$ cat config.mk
export PLATFORM = sky130hd
export DESIGN_NAME = memory_arbiter
export DESIGN_NICKNAME = d
export VERILOG_FILES = /design/src/rtl/memory_arbiter.sv
export SDC_FILE = /design/constraint.sdc
export NUM_CORES = 1
export LEC_CHECK = 0
export ABC_AREA = 1
export CORE_AREA = 2 2 103 105
export CTS_CLUSTER_DIAMETER = 120
export CTS_CLUSTER_SIZE = 16
export DETAILED_ROUTE_END_ITERATION = 10
export DIE_AREA = 0 0 105 107
export PLACE_DENSITY = 0.73
export SLEW_MARGIN = 15
export SYNTH_ARGS = -nofsm -noshare
export SYNTH_HDL_FRONTEND = slang
export SYNTH_SLANG_ARGS = --single-unit
$ cat constraint.sdc
create_clock -name CLK -period 2.7 [get_ports CLK]
set_input_delay 0.81 -clock CLK [delete_from_list [all_inputs] [get_ports CLK]]
set_output_delay 0.81 -clock CLK [all_outputs]
set_load 0.02 [all_outputs]
$ cat src/rtl/memory_arbiter.sv
// Arbitrates instruction- and data-cache word requests onto a single-ported RAM.
// Data wins by default; after STREAK_MAX data grants a pending fetch is forced through.
module memory_arbiter #(
   parameter int unsigned WORD_W     = 32,
   parameter int unsigned STREAK_MAX = 2
) (
   input  logic              CLK,
   input  logic              nRST,
   input  logic              iREN,
   input  logic [WORD_W-1:0] iaddr,
   output logic              iwait,
   output logic [WORD_W-1:0] iload,
   input  logic              dREN,
   input  logic              dWEN,
   input  logic [WORD_W-1:0] daddr,
   input  logic [WORD_W-1:0] dstore,
   output logic              dwait,
   output logic [WORD_W-1:0] dload,
   output logic              ramREN,
   output logic              ramWEN,
   output logic [WORD_W-1:0] ramaddr,
   output logic [WORD_W-1:0] ramstore,
   input  logic [WORD_W-1:0] ramload,
   input  logic [1:0]        ramstate
);

   localparam int unsigned STREAK_W = (STREAK_MAX > 0) ? $clog2(STREAK_MAX + 1) : 1;
   localparam logic [STREAK_W-1:0] STREAK_LIM = STREAK_W'(STREAK_MAX);
   localparam logic [1:0] RAM_ACCESS = 2'b10;

   typedef enum logic [1:0] {StIdle, StDGrant, StIGrant} state_e;

   state_e              r_state, w_state_next;
   logic [STREAK_W-1:0] r_streak, w_streak_next;
   logic                w_dreq, w_access, w_forced;

   assign w_dreq   = dREN | dWEN;
   assign w_access = (ramstate == RAM_ACCESS);
   assign w_forced = iREN && (r_streak == STREAK_LIM);

   always_ff @(posedge CLK or negedge nRST) begin
      if (!nRST) begin
         r_state  <= StIdle;
         r_streak <= '0;
      end else begin
         r_state  <= w_state_next;
         r_streak <= w_streak_next;
      end
   end

   always_comb begin
      w_state_next  = r_state;
      w_streak_next = r_streak;
      ramREN        = 1'b0;
      ramWEN        = 1'b0;
      ramaddr       = '0;
      ramstore      = '0;
      iwait         = 1'b1;
      dwait         = 1'b1;
      iload         = '0;
      dload         = '0;
      unique case (r_state)
         StIdle: begin
            if (!iREN) w_streak_next = '0;
            if (w_dreq && !w_forced) w_state_next = StDGrant;
            else if (iREN)           w_state_next = StIGrant;
         end
         StDGrant: begin
            ramWEN   = dWEN;
            ramREN   = dREN & ~dWEN;
            ramaddr  = daddr;
            ramstore = dstore;
            // A withdrawn request never completes, even if the RAM reports ACCESS.
            if (!w_dreq) begin
               w_state_next = StIdle;
            end else if (w_access) begin
               dwait        = 1'b0;
               dload        = ramload;
               w_state_next = StIdle;
               if (r_streak != STREAK_LIM) w_streak_next = r_streak + STREAK_W'(1);
            end
         end
         StIGrant: begin
            ramREN  = 1'b1;
            ramaddr = iaddr;
            if (!iREN) begin
               w_state_next = StIdle;
            end else if (w_access) begin
               iwait         = 1'b0;
               iload         = ramload;
               w_state_next  = StIdle;
               w_streak_next = '0;
            end
         end
         default: w_state_next = StIdle;
      endcase
   end

endmodule

# Word-level counts from Yosys, hierarchy flattened
# Cells that the tools add are included.
# op_classes
add_sub_neg	1
n_eq_ne	12
mux	27
bitwise_logic	3
reduce_logical	6
# ops
cell	count
2-to-1 mux 32 bit	6
one-hot mux 32 bit (2 select lines)	1
2-to-1 mux 2 bit	11
inequality test 2 bit, second input constant	7
one-hot mux 2 bit (3 select lines)	2
AND reduction 7 bit	1
equality test 2 bit, second input constant	3
2-to-1 mux 1 bit	6
inequality test 3 bit, second input constant	1
nonzero test 3 bit	1
adder 2 x 1 -> 2 bit, second input constant	1
equality test 2 x 1 -> 1 bit, second input constant	1
logical AND 1 bit	2
zero test 2 bit	1
one-hot mux 1 bit (2 select lines)	1
AND 1 bit	1
zero test 1 bit	1
NOT 1 bit	1
bitwise OR 1 bit	1
# word_totals
ff_bits	4
input_bits	135
output_inout_bits	132

# Longest topological paths before layout
# logic_depth
word_depth	6
depth_mapped	9
depth_no_buf	8

# Worst setup path after synthesis
# No wires, ideal clock.
# synth_timing
kind	input to output
start	input port ramstate[0]
end	output port dload[22]
t_arrival_ns	1.618
slack_ns	0.272
stages	6
n_path_buf	1
path_cell_list	inv_1 nand2_1 inv_2 nand3_2 buf_2 nor2_1
# synth_via
elab_chain_cells	4
# synth_rtl
item	line	rtl
start, declared	24	input logic [1:0] ramstate
equality test 2 bit	38	assign w_access = (ramstate == RAM_ACCESS);
2-to-1 mux 32 bit	76	end else if (w_access) begin
2-to-1 mux 32 bit	74	if (!w_dreq) begin
2-to-1 mux 32 bit	62	unique case (r_state)
end, declared	18	output logic [WORD_W-1:0] dload,
# Every way passes these cells.

# Final worst setup path
# layout_timing
start	input port daddr[10]
end	output port ramaddr[10]
# layout_via
elab_chain_cells	1
# layout_rtl
item	line	rtl
start, declared	15	input logic [WORD_W-1:0] daddr,
one-hot mux 32 bit (2 select lines)	62	
end, declared	21	output logic [WORD_W-1:0] ramaddr,
# Every way passes these cells.

==> impl_metrics.toml <==
[status]
run_status = "complete, no violations"

[global_route]
initial_antenna_violation_count = 0
groute.layer.met1.usage_pct = 17.8
globalRouteTotalUtil_pct = 15.8
most_used_routing_layer = "met2"
first_global_vias = 3004
grt_start_max_net_pins = 39
grt_overflow_total = 0
grt_first_pass_wirelength_mm = 14.7
grt.met3_usage_pct = 4.26
globalRouteMet2Util_pct = 30.3

[pwr]
power_per_cell_area_nw_per_um2 = 648
worst_supply_voltage_drop_on_vdd_uv = 377
total_leakage_power_nw = 2.61
report.power.total_w = 0.00284

[sta]
final-hold-violation-count = 0
tightest_slew_ps = 280
final_max_slew_viol_count = 0
max_clock_skew_ps = 4.84
clock.fmax_mhz = 375
count_of_final_setup_violators = 0
finalCritPeriodShare_pct = 98.8
worst_slew_margin_rel_pct = 81.4
period_minus_slack_ps = 2670
setup_repair_after_global_routing_missed_its_margin = "false"

[placement]
dpl-instance-area_um2 = 4500
placed_cells = 749
buffer_ports.inserted = 266
detailedPlacementHpwl_mm = 7.81
gpl.final_weighted_congestion = 0.810

[yosys]
synthDominantAreaCellType = "nand2_1"
syn_inst = 352
post_synth_num_cell_types = 18
ys_seq_elements = 4
synth_area_per_cell_um2 = 4.46
yosysWarnings = 0
synthTopCellsByArea = "nand2_1, inv_1, nor2_1, a21oi_1, dfrtp_1"
synth.top_cell.area_share_pct = 29.4
yosysSeqAreaShare_pct = 6.38
netlist_area_um2 = 1570
postSynthNetCount = 492

[cells_and_area]
area_delta_synth_final_pct = 179
instances_no_fill = 760
final_area_um2 = 4380
num_antenna_cells = 0
layout-drive-gt1-share_pct = 18.3
design.final.nets = 766

[clock_tree]
cts.sink_count = 4
cts_clk_pin_slew_worst_paths_ps = 30
clock_latency_ps = 220
postCtsHoldBufs = 0
root_buffer = "clkbuf_8"
cts.path.max_buffers = 2
cts_tree = "built"
tritoncts.num_buffers = 3
ctsHtreeMaxLevel = 1

[routing]
totalWireLength_mm = 9.85
drt_drc_violations_left = 0
wl_per_cell_um = 13.0
avgViaCountPerCell = 4.03
drt_pass1_iterations = 4
postRouteAntennaNets = 0
route.vias.total = 3065
detail_route.iter0.violations = 137

[floorplanning]
ports_placed_on_the_boundary = 267
design.die.area_um2 = 11200
core_area_um2 = 10100
rows = 37
floorplan.initialDensity_pct = 15.5
chipHeight_um = 107
die_width_um = 105

[flow_run]
drv.max_cap_violation_count = 0

[worst_setup_path]
critical_path.max_fanout = 1
cp_data_arrival_time_ps = 1860
timing.critical_path.from_type = "input port"
cp-end-kind = "output pin"
worst-endpoint-required_ps = 1890
critical_path_class = "in -> out"

[hold_path]
timing.hold.worst.class = "reg -> reg"
==> flip-flops by register name, summed over array words and instances (netlist names) <==
register,count
r_streak,2
r_state,2
==> kinds of logic (layout without fill, tap and decap cells) <==
kind of cell | count (synthesis) | after routing | share of synthesized area, %
AND/OR/NAND/NOR | 205 | 205 | 51.2
flip-flops | 4 | 4 | 6.38
buffers and inverters | 100 | 372 | 26.0
adder cells (fa/ha/maj) | 5 | 5 | 3.99
AO/OA/AOI/OAI | 38 | 38 | 12.4
==> where the power goes <==
part           switching, W  leakage, nW  internal [W]
clock             0.0000291       0.0216     0.0000948
combinational       0.00156         2.54       0.00105
sequential        0.0000179       0.0518     0.0000859
total               0.00161         2.61       0.00123
==> repair_timing <==
action,in CTS,in global routing
endpoints found under the setup margin,132,44
buffers inserted,4,0
pin swaps,3,2
resized for setup,352,40
gates cloned,4,1
endpoints found under the hold margin,0,0
==> per-layer routing <==
metal  vias up  share of wire [%]  wire (µm)
met2       155                 51       5060
li1       1558                  -          -
met5         -                  0          0
met3         4                7.9        781
met1      1348                 40       3920
met4         0               0.81         80
==> critical path: stages <==
cell and delay [ps]:
clkdlybuf4s50_1 480, nand2_1 60, a21oi_1 150, dlygate4sd2_1 350
==> cell usage in the layout, fill, tap and decap left out, types with 3 or more instances in the layout <==
| cell | synthesis | final |
|---|---|---|
| a21oi_1 | 33 | 33 |
| buf_12 | 0 | 8 |
| buf_2 | 14 | 42 |
| buf_4 | 4 | 34 |
| clkbuf_2 | 0 | 7 |
| clkbuf_8 | 0 | 3 |
| clkdlybuf4s15_1 | 0 | 5 |
| clkdlybuf4s50_1 | 0 | 129 |
| dfrtp_1 | 4 | 4 |
| dlygate4sd2_1 | 0 | 55 |
| ha_1 | 5 | 3 |
| inv_1 | 77 | 76 |
| nand2_1 | 123 | 122 |
| nand3_1 | 7 | 7 |
| nor2_1 | 70 | 68 |
==> metrics by stage <==
stage	hold WS (ps)	TNS, ps	setup WS (ps)	util, %
2_1_floorplan	499	0	272	-
3_3_place_gp	536	-45600	-576	44.6
3_5_place_dp	552	-47000	-603	44.6
4_1_cts	559	-7.45	-7.45	43.0
5_1_grt	595	0	10.4	43.4
6_report	557	0	31.3	43.4
==> path summary, 6_finish.rpt <==
check	to	slack (ps)	cells past startpoint	start
worst max-delay path	ramaddr[10]	30	4	daddr[10]
worst min-delay path	r_streak[0]	560	3	r_streak[0]
worst max register to register	r_streak[1]	1110	9	r_state[0]
worst min register to register	r_streak[0]	560	3	r_streak[0]
max in group asynchronous	r_streak[0]	1740	1	nRST
min in group asynchronous	r_state[0]	790	1	nRST
==> cell type report <==
class,instances,area [µm²]
Sequential cell,4,100
Inverter,79,299
Fill cell,1126,5710
Multi-Input combinational cell,248,1100
Timing Repair Buffer,290,2670
Clock buffer,3,41.3
Tap cell,136,170
==> cell usage after synthesis <==
library cell and number:
nor2_1 70, nor2_2 1, inv_1 77, inv_2 2
clkbuf_1 3, nor3_2 1, dfrtp_1 4, o21bai_1 2
nand3b_1 1, buf_4 4, nand3_2 2, ha_1 5
nand2_1 123, o21ai_0 1, nand3_1 7, o21ai_1 2
buf_2 14, a21oi_1 33
No activity file was read; power rests on OpenSTA's default activity.
